`config.mk`:
```
export PLATFORM = sky130hd
export DESIGN_NAME = digit_serial_adder_flat
export DESIGN_NICKNAME = d
export VERILOG_FILES = /design/src/rtl/digit_serial_adder_if.sv /design/src/rtl/digit_serial_adder.sv /design/src/flat_wrapper.sv
export SDC_FILE = /design/constraint.sdc
export NUM_CORES = 1
export LEC_CHECK = 0
export ABC_AREA = 0
export CAP_MARGIN = 10
export CORE_MARGIN = 2
export CORE_UTILIZATION = 40
export CTS_CLUSTER_SIZE = 25
export DETAILED_ROUTE_END_ITERATION = 7
export PLACE_DENSITY = 0.77
export RECOVER_POWER = 25
export SLEW_MARGIN = 15
export SYNTH_ARGS = -nofsm -noshare
export SYNTH_HDL_FRONTEND = slang
export SYNTH_SLANG_ARGS = --single-unit
```
`constraint.sdc`:
```
create_clock -name clk -period 6.92 [get_ports clk]
set_clock_uncertainty 0.1 [all_clocks]
set_input_delay 1.384 -clock clk [delete_from_list [all_inputs] [get_ports clk]]
set_output_delay 1.384 -clock clk [all_outputs]
set_load 0.1 [all_outputs]
```
`src/rtl/digit_serial_adder_if.sv`:
```
`default_nettype none
// ============================================================================
// Module      : digit_serial_adder_if
// Description : Handshake and operand/result bundle for digit_serial_adder.
//               master drives start/a/b/cin and observes busy/done/results;
//               slave is the adder side.
// Ports       : start, a[WIDTH], b[WIDTH], cin          (master -> slave)
//               busy, done, sum[WIDTH], cout, overflow  (slave -> master)
// Revision    : 1.0 - initial release
// ============================================================================
interface digit_serial_adder_if #(
    parameter int WIDTH = 16
);
    logic             start;
    logic [WIDTH-1:0] a;
    logic [WIDTH-1:0] b;
    logic             cin;
    logic             busy;
    logic             done;
    logic [WIDTH-1:0] sum;
    logic             cout;
    logic             overflow;

    modport master (
        output start, a, b, cin,
        input  busy, done, sum, cout, overflow
    );

    modport slave (
        input  start, a, b, cin,
        output busy, done, sum, cout, overflow
    );
endinterface
`default_nettype wire

```
`src/rtl/digit_serial_adder.sv`:
```
`default_nettype none
// ============================================================================
// Module      : digit_serial_adder
// Description : Multi-cycle adder computing {cout,sum} = a + b + cin, DIGIT
//               bits per clock through a DIGIT-bit ripple chain with a
//               registered inter-digit carry. N = WIDTH/DIGIT cycles per add,
//               start/busy/done handshake, results held until next completion.
// Ports       : clk   - rising-edge clock
//               rst_n - asynchronous active-low reset
//               bus   - digit_serial_adder_if.slave (start, a, b, cin in;
//                       busy, done, sum, cout, overflow out)
// Revision    : 1.0 - initial release
// ============================================================================
module digit_serial_adder #(
    parameter int WIDTH = 16,
    parameter int DIGIT = 4
) (
    input  wire                 clk,
    input  wire                 rst_n,
    digit_serial_adder_if.slave bus
);

    localparam int c_N     = WIDTH / DIGIT;
    localparam int c_IDX_W = (c_N > 1) ? $clog2(c_N) : 1;
    localparam logic [c_IDX_W-1:0] c_IDX_LAST = c_IDX_W'(c_N - 1);

    localparam logic [1:0] c_ST_IDLE = 2'd0;
    localparam logic [1:0] c_ST_RUN  = 2'd1;
    localparam logic [1:0] c_ST_DONE = 2'd2;

    logic [1:0]         r_state;
    logic [1:0]         w_state_nxt;

    // Operands shift right by one digit per RUN cycle, so the digit being
    // added is always the low slice.
    logic [WIDTH-1:0]   r_a;
    logic [WIDTH-1:0]   r_b;
    logic               r_carry;
    logic [c_IDX_W-1:0] r_idx;

    logic [WIDTH-1:0]   r_sum;
    logic               r_cout;
    logic               r_ovf;

    logic               w_accept;
    logic               w_run;
    logic               w_last;

    logic [DIGIT-1:0]   w_dig_a;
    logic [DIGIT-1:0]   w_dig_b;
    logic [DIGIT-1:0]   w_dig_s;
    logic [DIGIT:0]     w_c;
    logic [WIDTH-1:0]   w_res_nxt;
    logic               w_ovf;

    // ------------------------------------------------------------------
    // Control
    // ------------------------------------------------------------------
    assign w_accept = bus.start && ((r_state == c_ST_IDLE) || (r_state == c_ST_DONE));
    assign w_run    = (r_state == c_ST_RUN);
    assign w_last   = w_run && (r_idx == c_IDX_LAST);

    always_ff @(posedge clk or negedge rst_n) begin
        if (!rst_n) begin
            r_state <= c_ST_IDLE;
        end else begin
            r_state <= w_state_nxt;
        end
    end

    always_comb begin
        w_state_nxt = r_state;
        case (r_state)
            c_ST_IDLE: begin
                if (bus.start) begin
                    w_state_nxt = c_ST_RUN;
                end
            end
            c_ST_RUN: begin
                if (w_last) begin
                    w_state_nxt = c_ST_DONE;
                end
            end
            c_ST_DONE: begin
                w_state_nxt = bus.start ? c_ST_RUN : c_ST_IDLE;
            end
            default: begin
                w_state_nxt = c_ST_IDLE;
            end
        endcase
    end

    // ------------------------------------------------------------------
    // DIGIT-bit ripple-carry chain fed by the carry register
    // ------------------------------------------------------------------
    assign w_dig_a = r_a[DIGIT-1:0];
    assign w_dig_b = r_b[DIGIT-1:0];
    assign w_c[0]  = r_carry;

    generate
        for (genvar gi = 0; gi < DIGIT; gi++) begin : g_fa
            assign w_dig_s[gi]  = w_dig_a[gi] ^ w_dig_b[gi] ^ w_c[gi];
            assign w_c[gi + 1]  = (w_dig_a[gi] & w_dig_b[gi])
                                | (w_c[gi] & (w_dig_a[gi] ^ w_dig_b[gi]));
        end
    endgenerate

    // On the final digit the slice holds the operand MSBs, so overflow is
    // judged from that slice alone.
    assign w_ovf = (w_dig_a[DIGIT-1] == w_dig_b[DIGIT-1])
                && (w_dig_s[DIGIT-1] != w_dig_a[DIGIT-1]);

    // ------------------------------------------------------------------
    // Partial-result register: each new digit enters at the top and the
    // earlier digits move down, so after N digits the word is aligned.
    // With a single digit there is nothing to accumulate.
    // ------------------------------------------------------------------
    generate
        if (c_N > 1) begin : g_res_shift
            logic [WIDTH-DIGIT-1:0] r_res;

            assign w_res_nxt = {w_dig_s, r_res};

            always_ff @(posedge clk or negedge rst_n) begin
                if (!rst_n) begin
                    r_res <= '0;
                end else if (w_run) begin
                    r_res <= w_res_nxt[WIDTH-1:DIGIT];
                end
            end
        end else begin : g_res_single
            assign w_res_nxt = w_dig_s;
        end
    endgenerate

    // ------------------------------------------------------------------
    // Datapath registers
    // ------------------------------------------------------------------
    always_ff @(posedge clk or negedge rst_n) begin
        if (!rst_n) begin
            r_a     <= '0;
            r_b     <= '0;
            r_carry <= 1'b0;
            r_idx   <= '0;
            r_sum   <= '0;
            r_cout  <= 1'b0;
            r_ovf   <= 1'b0;
        end else begin
            if (w_accept) begin
                r_a     <= bus.a;
                r_b     <= bus.b;
                r_carry <= bus.cin;
                r_idx   <= '0;
            end else if (w_run) begin
                r_a     <= r_a >> DIGIT;
                r_b     <= r_b >> DIGIT;
                r_carry <= w_c[DIGIT];
                r_idx   <= r_idx + c_IDX_W'(1);
                if (w_last) begin
                    r_sum  <= w_res_nxt;
                    r_cout <= w_c[DIGIT];
                    r_ovf  <= w_ovf;
                end
            end
        end
    end

    assign bus.busy     = (r_state == c_ST_RUN);
    assign bus.done     = (r_state == c_ST_DONE);
    assign bus.sum      = r_sum;
    assign bus.cout     = r_cout;
    assign bus.overflow = r_ovf;

endmodule
`default_nettype wire

```
`src/flat_wrapper.sv`:
```
// flat-port wrapper written by rule: the top's interface ports become plain ports
module digit_serial_adder_flat 
#(
    parameter int WIDTH = 16,
    parameter int DIGIT = 4
)
  (clk, rst_n, bus_start, bus_a, bus_b, bus_cin, bus_busy, bus_done, bus_sum, bus_cout, bus_overflow);
  digit_serial_adder_if #(.WIDTH(WIDTH)) bus_i ();
  input  wire clk;
  input  wire rst_n;
  input wire logic [$bits(bus_i.start)-1:0] bus_start;
  input wire logic [$bits(bus_i.a)-1:0] bus_a;
  input wire logic [$bits(bus_i.b)-1:0] bus_b;
  input wire logic [$bits(bus_i.cin)-1:0] bus_cin;
  output wire logic [$bits(bus_i.busy)-1:0] bus_busy;
  output wire logic [$bits(bus_i.done)-1:0] bus_done;
  output wire logic [$bits(bus_i.sum)-1:0] bus_sum;
  output wire logic [$bits(bus_i.cout)-1:0] bus_cout;
  output wire logic [$bits(bus_i.overflow)-1:0] bus_overflow;
  assign bus_i.start = bus_start;
  assign bus_i.a = bus_a;
  assign bus_i.b = bus_b;
  assign bus_i.cin = bus_cin;
  assign bus_busy = bus_i.busy;
  assign bus_done = bus_i.done;
  assign bus_sum = bus_i.sum;
  assign bus_cout = bus_i.cout;
  assign bus_overflow = bus_i.overflow;
  digit_serial_adder #(.WIDTH(WIDTH), .DIGIT(DIGIT)) u_core (.clk(clk), .rst_n(rst_n), .bus(bus_i));
endmodule
```
Word-level counts from Yosys, hierarchy flattened
Index checks and enable logic that the tools add are counted.
{ "classes": {"muxes": 12, "n_bitwise": 21, "reduce_logical": 8, "n_eq_ne": 7, "addsub": 1} }
{ "op_table": {"columns": ["op", "count"], "rows": [
  ["16-bit two-way mux", 4],
  ["1-bit bitwise AND", 8],
  ["2-bit two-way mux", 4],
  ["1-bit XOR", 8],
  ["2-bit one-hot mux with 3 select lines", 1],
  ["2-bit equality test (second input constant)", 2],
  ["2-bit inequality test (second input constant)", 2],
  ["1-bit bitwise OR", 4],
  ["1-bit logical AND", 3],
  ["1-bit two-way mux", 3],
  ["3-bit AND reduction", 1],
  ["2-bit by 1-bit adder with 2-bit output (second input constant)", 1],
  ["2-bit by 1-bit equality test with 1-bit output (second input constant)", 1],
  ["2-bit logical NOT", 1],
  ["2-bit AND reduction", 1],
  ["2-bit nonzero test", 1],
  ["1-bit equality test", 1],
  ["1-bit logical OR", 1],
  ["1-bit inequality test", 1],
  ["1-bit NOT", 1]
]} }
{ "word_totals": {"output_inout_bits": 20, "elab_cells": 58, "reg_bits": 67, "in_bits": 36} }

Longest topological paths before layout
Gate-level depths: netlist of run 1.
{ "depth": {"ltp_word": 11, "mapped_depth": 9, "depth_no_buf": 9} }

Least setup slack after synthesis of run 1
Ideal clock, no wire load.
{ "synth_timing": {"path_type": "reg-to-output", "from": "register u_core.r_state[0]", "to": "output bus_done", "slack_ps": 3686, "arrival_ps": 1750, "required_ps": 5436, "n_path_buf": 0, "path_stages_with_launch": 2, "path_cell_list": "dfrtp_1 -> nor2b_1"} }
{ "synth_between": {"elab_chain_len": 1} }
{ "synth_rtl": {"columns": ["item", "line_no", "rtl"], "rows": [
  ["start: declaration", "digit_serial_adder.sv:31", "logic [1:0] r_state;"],
  ["start signal: assignment", "digit_serial_adder.sv:65", "r_state <= c_ST_IDLE;"],
  ["start signal: assignment", "digit_serial_adder.sv:67", "r_state <= w_state_nxt;"],
  ["2-bit equality test", "digit_serial_adder.sv:169", "assign bus.done = (r_state == c_ST_DONE);"],
  ["end: declaration", "flat_wrapper.sv:16", "output wire logic [$bits(bus_i.done)-1:0] bus_done;"]
]} }
Every way passes these cells.

Worst setup path in the final report of run 1
{ "layout_timing": {"from": "register u_core.r_state[0]", "to": "output bus_busy"} }
{ "layout_between": {"elab_chain_len": 1} }
{ "layout_rtl": {"columns": ["item", "line_no", "rtl"], "rows": [
  ["2-bit by 1-bit equality test with 1-bit output", "digit_serial_adder.sv:168", "assign bus.busy = (r_state == c_ST_RUN);"],
  ["end: declaration", "flat_wrapper.sv:15", "output wire logic [$bits(bus_i.busy)-1:0] bus_busy;"]
]} }
Every way passes these cells.

==> results of run 1 <==
[layout make-up]
class                   instances  area, um^2  area share (%)
flip-flops and latches         67        1677           46.77
clock inverters                 6       65.06           1.815
inverters                       9       33.78          0.9424
multi-input cells             163       998.5           27.85
well taps                      96       120.1           3.351
clock buffers                  10       137.6           3.839
repair buffers                 57       553.0           15.43
[metal layers]
metal / vias up / GRT usage [%]
met3: 2 / 6.126
met5: - / 0
met1: 972 / 19.63
met4: 0 / 4.196
li1: 966 / -
met2: 67 / 24.66
[worst paths after layout]
path                                             startpoint                           to  slack, ns  depth (start not counted)
worst max-delay path                      u_core.r_state[0]                     bus_busy       1.44                          4
worst min-delay path            u_core.g_res_shift.r_res[3]  u_core.g_res_shift.r_res[3]       0.38                          2
worst max register to register            u_core.r_state[0]               u_core.r_carry       3.63                          5
worst min register to register  u_core.g_res_shift.r_res[3]  u_core.g_res_shift.r_res[3]       0.38                          2
max in group asynchronous                             rst_n            u_core.r_state[0]       2.55                          2
min in group asynchronous                             rst_n            u_core.bus.sum[4]       2.20                          2
[critical path, delay by kind of cell (launching register included)]
family	cells	cell delay (ns)
buffers and inverters	3	3.10
flip-flops	1	0.44
AND/OR/NAND/NOR	1	0.09
[through the flow]
step           hold slack, ns  std cells  setup slack (ns)  utilization (%)
2_1_floorplan          0.3418        256             3.686                -
3_3_place_gp           0.3614        392             2.872            49.83
3_5_place_dp           0.3637        392             2.833            49.83
4_1_cts                0.3827        408             2.453            52.82
5_1_grt                0.4055        408             1.177            52.76
6_report               0.3781        408             1.439            52.76
[flip-flops by register name, indices dropped and copies added (netlist names)]
signal / count
u_core.bus.sum: 16
u_core.r_a: 16
u_core.r_b: 16
u_core.g_res_shift.r_res: 12
u_core.r_idx: 2
u_core.r_state: 2
u_core.bus.cout: 1
u_core.bus.overflow: 1
u_core.r_carry: 1
[cell families (layout without fill, tap and decap cells)]
group | Yosys count | after routing | share of synthesized area [%]
buffers and inverters | 26 | 82 | 4.564
DFF | 67 | 67 | 59.96
muxes | 14 | 14 | 5.638
adders and majority gates | 6 | 6 | 3.758
xor gates and xnor gates | 1 | 1 | 0.3133
AOI/OAI and AO/OA | 42 | 42 | 10.74
and+or+nand+nor | 100 | 100 | 15.03
[cells in the final DEF (no fill, tap or decap), types with 3 or more instances in the layout]
master	count
o21ai_0	7
a22o_1	8
dfrtp_1	67
a221o_1	4
o22ai_1	3
clkdlybuf4s50_1	54
nand3_1	10
a31oi_1	9
clkinvlp_4	4
mux2_2	13
inv_1	8
nand2_1	65
fa_1	4
clkbuf_8	10
a22oi_1	9
nor2_1	13
nor3_1	6
==> impl_metrics.tcl, run 1 <==
set metrics [dict create \
    wl_per_cell_um 13.32 \
    area_delta_synth_final_pct 28.19 \
    async_reset_ff_share_pct 100.0 \
    grt_pass1_wl_um 9142 \
    portBuffers 55 \
    die_w_um 87.61 \
    status "finished, violations left" \
    path_cells "nand2b_1, clkbuf_1, inv_2, clkdlybuf4s50_1" \
    holdCritPathClass "flop to flop" \
    crit_type "flop to output port" \
    worstPathMaxFanout 41 \
    synth_warnings 0 \
    syn_area_mm2 0.002796 \
    post-cts-setup-buffers 0 \
    worstSetupStartpointType "flop" \
    final_antenna_net_count 0 \
    vias_per_cell 4.919 \
    violations "max-capacitance violations, max-slew violations" \
    cpPeakStageDelay_ns 1.22 \
    dr_wl_met2_um 2661 \
    dpl_cell_area_mm2 0.003386 \
    wl_met1_um 2427 \
    slew_violations 109 \
    ctsHoldBuffers 0 \
    row_count 30 \
    fin_area_mm2 0.003585 \
    max-cap-violations 2 \
    yosysSeqAreaShare_pct 59.96 \
    max_freq_mhz 182.5 \
    clockBufferDepth 2 \
    cts_made_buffers 9 \
    end_kind "output port" \
    path_clk_slew_ns 0.07 \
    top_layer_used "met4" \
    wl_met3_um 335 \
    vias 2007 \
    drt-initial-drc-count 107 \
    yosys-top-cells-count "dfrtp_1, nand2_1, mux2_2, nor2_1, buf_2" \
    min_period_over_period_pct 79.20 \
    syn_area_per_cell_um2 10.92 \
    synth.most_common_cell "dfrtp_1" \
    drive_above_1_share_pct 10.90 \
    cts_root_buf "clkbuf_8" \
    dp_hpwl_um 3564 \
    htreeDepth 3 \
    rsz0062_at_grt "false" \
    drc_errors 0 \
    ios 56 \
    slew_headroom_pct -131.2 \
    fin_nets 349 \
    syn_nets 298 \
    hold_viol 0 \
    synth_top_area_share_pct 59.96 \
    core_mm2 0.006794 \
    diodes 0 \
    dr.pass1.iters 4 \
    critPathSlowestCell "clkbuf_1" \
    cts-resized-gates 0 \
    floorplan.initialDensity_pct 41.16 \
    worstPathArrival_ns 4.00 \
    ys_ff_latch 67 \
    ys_types 28 \
    grtUsageTotal_pct 15.42 \
    tightest_slew_ns 3.467 \
    clock_latency_ns 0.34 \
    synth_edf_count 0 \
    gr-total-overflow 0 \
    grt_pass1_vias 2006 \
    die_h_um 87.61 \
    wl_um 5433 \
    setup_viol 0 \
    die-area_mm2 0.007676 \
    cts_sinks 67 \
    synth_cells 256 \
    cts_tree "built" \
    cp.required_ns 5.44 \
    gp_congestion 0.7511 \
    grt_max_degree 68 \
    nFillCells 601 \
    antenna_found_initial 0 \
    synth_top_cells_by_area "dfrtp_1, nand2_1, mux2_2" \
    finalCriticalPeriod_ns 5.481 \
    yosysTopAreaCell "dfrtp_1" \
    synth_top_flop_cell "dfrtp_1" \
    fin_setup_tns_ns 0 \
]
Power of run 1 is not shown: default switching activity piles up to over one toggle a cycle in this logic, so the estimate is an artifact.
==> run 2: changes to the inputs <==
--- a/config.mk
+++ b/config.mk
@@ -11,7 +11,7 @@
 export CORE_UTILIZATION = 40
 export CTS_CLUSTER_SIZE = 25
 export DETAILED_ROUTE_END_ITERATION = 7
-export PLACE_DENSITY = 0.77
+export PLACE_DENSITY = 0.79
 export RECOVER_POWER = 25
 export SLEW_MARGIN = 15
 export SYNTH_ARGS = -nofsm -noshare
==> constraint.sdc (replaced) <==
create_clock -name clk -period 4.6 [get_ports clk]
set_clock_uncertainty 0.1 [all_clocks]
set_input_delay 0.92 -clock clk [delete_from_list [all_inputs] [get_ports clk]]
set_output_delay 0.92 -clock clk [all_outputs]
set_load 0.1 [all_outputs]
==> impl_metrics.tcl, run 2 (synthesis gave the netlist of run 1 again) <==
set metrics [dict create \
    wl_um 5713 \
    cts_made_buffers 9 \
    grt_max_degree 42 \
    crit_type "flop to output port" \
    diodes 0 \
    clock_latency_ns 0.34 \
    drt-initial-drc-count 153 \
    path_cells "nand2b_1, buf_4, inv_2, buf_4" \
    end_kind "output port" \
    dpl_cell_area_mm2 0.003391 \
    grt_pass1_wl_um 9853 \
    cts_root_buf "clkbuf_8" \
    portBuffers 55 \
    max-cap-violations 0 \
    fin_setup_tns_ns 0 \
    row_count 30 \
    cts_sinks 67 \
    path_clk_slew_ns 0.07 \
    area_delta_synth_final_pct 28.59 \
    dp_hpwl_um 3845 \
    ios 56 \
    gp_congestion 0.7393 \
    drc_errors 0 \
    post-cts-setup-buffers 0 \
    critPathSlowestCell "inv_2" \
    slew_headroom_pct 1.080 \
    die_w_um 87.61 \
    ctsHoldBuffers 0 \
    worstPathMaxFanout 41 \
    dr.pass1.iters 5 \
    min_period_over_period_pct 68.32 \
    core_mm2 0.006794 \
    antenna_found_initial 0 \
    vias 2052 \
    worstPathArrival_ns 2.12 \
    finalCriticalPeriod_ns 3.143 \
    holdCritPathClass "flop to flop" \
    worstSetupStartpointType "flop" \
    setup_viol 0 \
    rsz0062_at_grt "false" \
    nFillCells 640 \
    mostFrequentLayoutCell "dfrtp_1" \
    drive_above_1_share_pct 11.50 \
    gr-total-overflow 0 \
    cts-resized-gates 0 \
    final_cell_mix "dfrtp_1, nand2_1, clkdlybuf4s50_1" \
    multi_input_area_um2 993.5 \
    clockBufferDepth 2 \
    grt_pass1_vias 2096 \
    seq_area_mm2 0.001677 \
    die-area_mm2 0.007676 \
    status "finished clean" \
    vias_per_cell 5.017 \
    hold_viol 0 \
    tightest_slew_ns 1.484 \
    final_antenna_net_count 0 \
    cpPeakStageDelay_ns 0.59 \
    die_h_um 87.61 \
    wl_per_cell_um 13.97 \
    htreeDepth 3 \
    fin_area_mm2 0.003596 \
    slew_violations 0 \
    max_freq_mhz 318.2 \
    floorplan.initialDensity_pct 41.16 \
    grtUsageTotal_pct 16.76 \
    cts_tree "built" \
    cp.required_ns 3.58 \
    cp_common_cell "buf_4" \
    fin_nets 350 \
]
run 2: path summary, 6_finish.rpt:
path | start | end | slack [ns] | depth (start not counted)
setup / recovery | u_core.r_state[1] | bus_busy | 1.46 | 4
hold / removal | u_core.g_res_shift.r_res[2] | u_core.g_res_shift.r_res[2] | 0.38 | 2
setup reg to reg | u_core.r_carry | u_core.bus.overflow | 2.01 | 9
hold reg to reg | u_core.g_res_shift.r_res[2] | u_core.g_res_shift.r_res[2] | 0.38 | 2
max in group asynchronous | rst_n | u_core.bus.sum[12] | 2.36 | 2
min in group asynchronous | rst_n | u_core.g_res_shift.r_res[1] | 0.82 | 1
run 2: layout make-up:
cell class	count	area share [%]
Clock buffer	10	3.549
Clock inverter	6	2.227
Inverter	9	0.9395
Multi-Input combinational cell	163	27.63
Sequential cell	67	46.62
Tap cell	96	3.340
Timing Repair Buffer	58	15.69
run 2: metrics by stage:
step	setup slack, ns	utilization, %	std cells	hold WS [ns]
finish	1.457	52.93	409	0.3789
global route	1.328	52.93	409	0.4085
CTS	1.447	52.96	409	0.3824
detailed placement	1.826	49.91	393	0.3663
global placement	1.836	49.91	393	0.3582
floorplan	1.830	-	256	0.3418
run 2: worst max-delay path, delay by kind of cell, from the launching register on:
family / cells / cell delay, ns
and+or+nand+nor: 1 / 0.14
buffers and inverters: 3 / 1.26
DFF: 1 / 0.38
run 2: per-layer routing:
layer	up-vias	routed length [um]	GRT usage, %
li1	971	-	-
met4	0	55	3.636
met1	1004	2525	21.34
met2	69	2811	26.86
met3	8	320	7.257
met5	-	0	0
Power of run 2 is left out for the same reason.
==> run 3: changes to the inputs <==
==> constraint.sdc (replaced) <==
create_clock -name clk -period 2.55 [get_ports clk]
set_clock_uncertainty 0.1 [all_clocks]
set_input_delay 0.51 -clock clk [delete_from_list [all_inputs] [get_ports clk]]
set_output_delay 0.51 -clock clk [all_outputs]
set_load 0.1 [all_outputs]
==> impl_metrics.tcl, run 3 (synthesis gave the netlist of run 1 again) <==
set metrics [dict create \
    worstSetupStartpointType "flop" \
    drc_errors 0 \
    mostFrequentLayoutCell "dfrtp_1" \
    rsz0062_at_grt "true" \
    cts_made_buffers 9 \
    finalCriticalPeriod_ns 2.470 \
    wl_um 5720 \
    row_count 30 \
    utilization_pct 52.84 \
    path_cells "inv_1, fa_1, inv_1, fa_2, fa_2, inv_2, fa_1, buf_4, buf_4, o21ai_0" \
    ios 56 \
    floorplan.initialDensity_pct 41.16 \
    cts_root_buf "clkbuf_8" \
    die-area_mm2 0.007676 \
    dp_hpwl_um 3796 \
    antenna_found_initial 0 \
    grt_max_degree 42 \
    setup_viol 0 \
    grtUsageTotal_pct 16.73 \
    cts_tree "built" \
    htreeDepth 3 \
    gp_congestion 0.7602 \
    max-cap-violations 0 \
    slew_violations 0 \
    status "finished clean" \
    gr-total-overflow 0 \
    critPathBufInv 5 \
    final_cell_mix "dfrtp_1, nand2_1, clkdlybuf4s50_1" \
    fin_area_mm2 0.003590 \
    rr_endpoint "u_core.bus.sum[15]" \
    drive_above_1_share_pct 20.44 \
    drt-initial-drc-count 130 \
    final_antenna_net_count 0 \
    cp_top_family "adder cells" \
    min_period_over_period_pct 96.85 \
    tightest_slew_ns 1.453 \
    cp.required_ns 2.69 \
    wl_per_cell_um 13.82 \
    vias 2054 \
    clockBufferDepth 2 \
    holdPathStages 2 \
    ctsHoldBuffers 0 \
    max_freq_mhz 404.9 \
    rr_worst_depth 10 \
    fin_nets 355 \
    portBuffers 55 \
    grt_pass1_wl_um 9867 \
    holdCritStartpoint "u_core.g_res_shift.r_res[3]" \
    hold_end "u_core.g_res_shift.r_res[3]" \
    grt_pass1_vias 2068 \
    critPathSlowestCell "fa_1" \
    die_w_um 87.61 \
    slew_headroom_pct 3.107 \
    end_kind "flop" \
    hold_viol 0 \
    cpPeakStageDelay_ns 0.43 \
    holdCritPathClass "flop to flop" \
    clock_latency_ns 0.34 \
    worstPathArrival_ns 2.61 \
    cts_sinks 67 \
    die_h_um 87.61 \
    worstPathMaxFanout 2 \
    dpl_cell_area_mm2 0.003391 \
    diodes 0 \
    area_delta_synth_final_pct 28.37 \
    path_clk_slew_ns 0.07 \
    dr.pass1.iters 4 \
    crit_type "flop to flop" \
    vias_per_cell 4.961 \
    rr_startpoint "u_core.r_a[0]" \
    core_mm2 0.006794 \
    ff2ff_setup_slack_ns 0.08 \
]
[run 3: cell types whose count changed in the layout (fill, tap and decap cells not counted), moves of 3 or more]
cell,delta
inv_2,+3
clkdlybuf4s50_1,-19
inv_1,-3
buf_4,+22
[run 3: final cells by class]
cell class / count / area (um^2)
Fill cell: 604 / 3204
Tap cell: 96 / 120.1
Clock buffer: 12 / 155.1
Timing Repair Buffer: 63 / 579.3
Sequential cell: 67 / 1677
Inverter: 9 / 33.78
Clock inverter: 4 / 25.02
Multi-Input combinational cell: 163 / 999.7
[run 3: worst max-delay path by stage]
stage | depth (start not counted) | start | slack (ns) | end
2_1_floorplan | 9 | u_core.r_carry | 0.17 | u_core.bus.overflow
3_3_place_gp | 9 | u_core.r_carry | 0.1 | u_core.bus.overflow
3_5_place_dp | 9 | u_core.r_b[0] | 0.02 | u_core.bus.overflow
4_1_cts | 9 | u_core.r_carry | 0.006 | u_core.bus.overflow
5_1_grt | 9 | u_core.r_carry | -0.03 | u_core.bus.overflow
6_report | 10 | u_core.r_a[0] | 0.08 | u_core.bus.sum[15]
[run 3: tightest hold or removal path: cells and delay by family (launching register included)]
| kind | cells | cell delay [ns] |
|---|---|---|
| simple gates | 2 | 0.11 |
| flops | 1 | 0.34 |
[run 3: per-stage QoR]
step | TNS (ns) | worst slack (ns) | hold WS, ns | std cells
3_5_place_dp | 0 | 0.02265 | 0.3605 | 396
2_1_floorplan | 0 | 0.1667 | 0.1144 | 256
5_1_grt | -0.05673 | -0.03309 | 0.4157 | 414
4_1_cts | 0 | 0.006442 | 0.08260 | 413
3_3_place_gp | 0 | 0.09723 | 0.3576 | 396
6_report | 0 | 0.08038 | 0.3780 | 414
[run 3: layer usage]
metal / vias up / share of wire [%] / track usage, %
li1: 978 / - / -
met1: 995 / 45 / 21.53
met2: 73 / 48 / 26.38
met3: 8 / 6.4 / 6.409
met4: 0 / 1.2 / 5.175
met5: - / 0 / 0
[run 3: timing repair]
action / 4_1_cts / 5_1_grt
pin swaps: 1 / 3
buffers inserted: 1 / 1
gates cloned: 0 / 0
endpoints found under the setup margin: 1 / 3
gates resized for setup: 1 / 5
Power of run 3 is left out for the same reason.
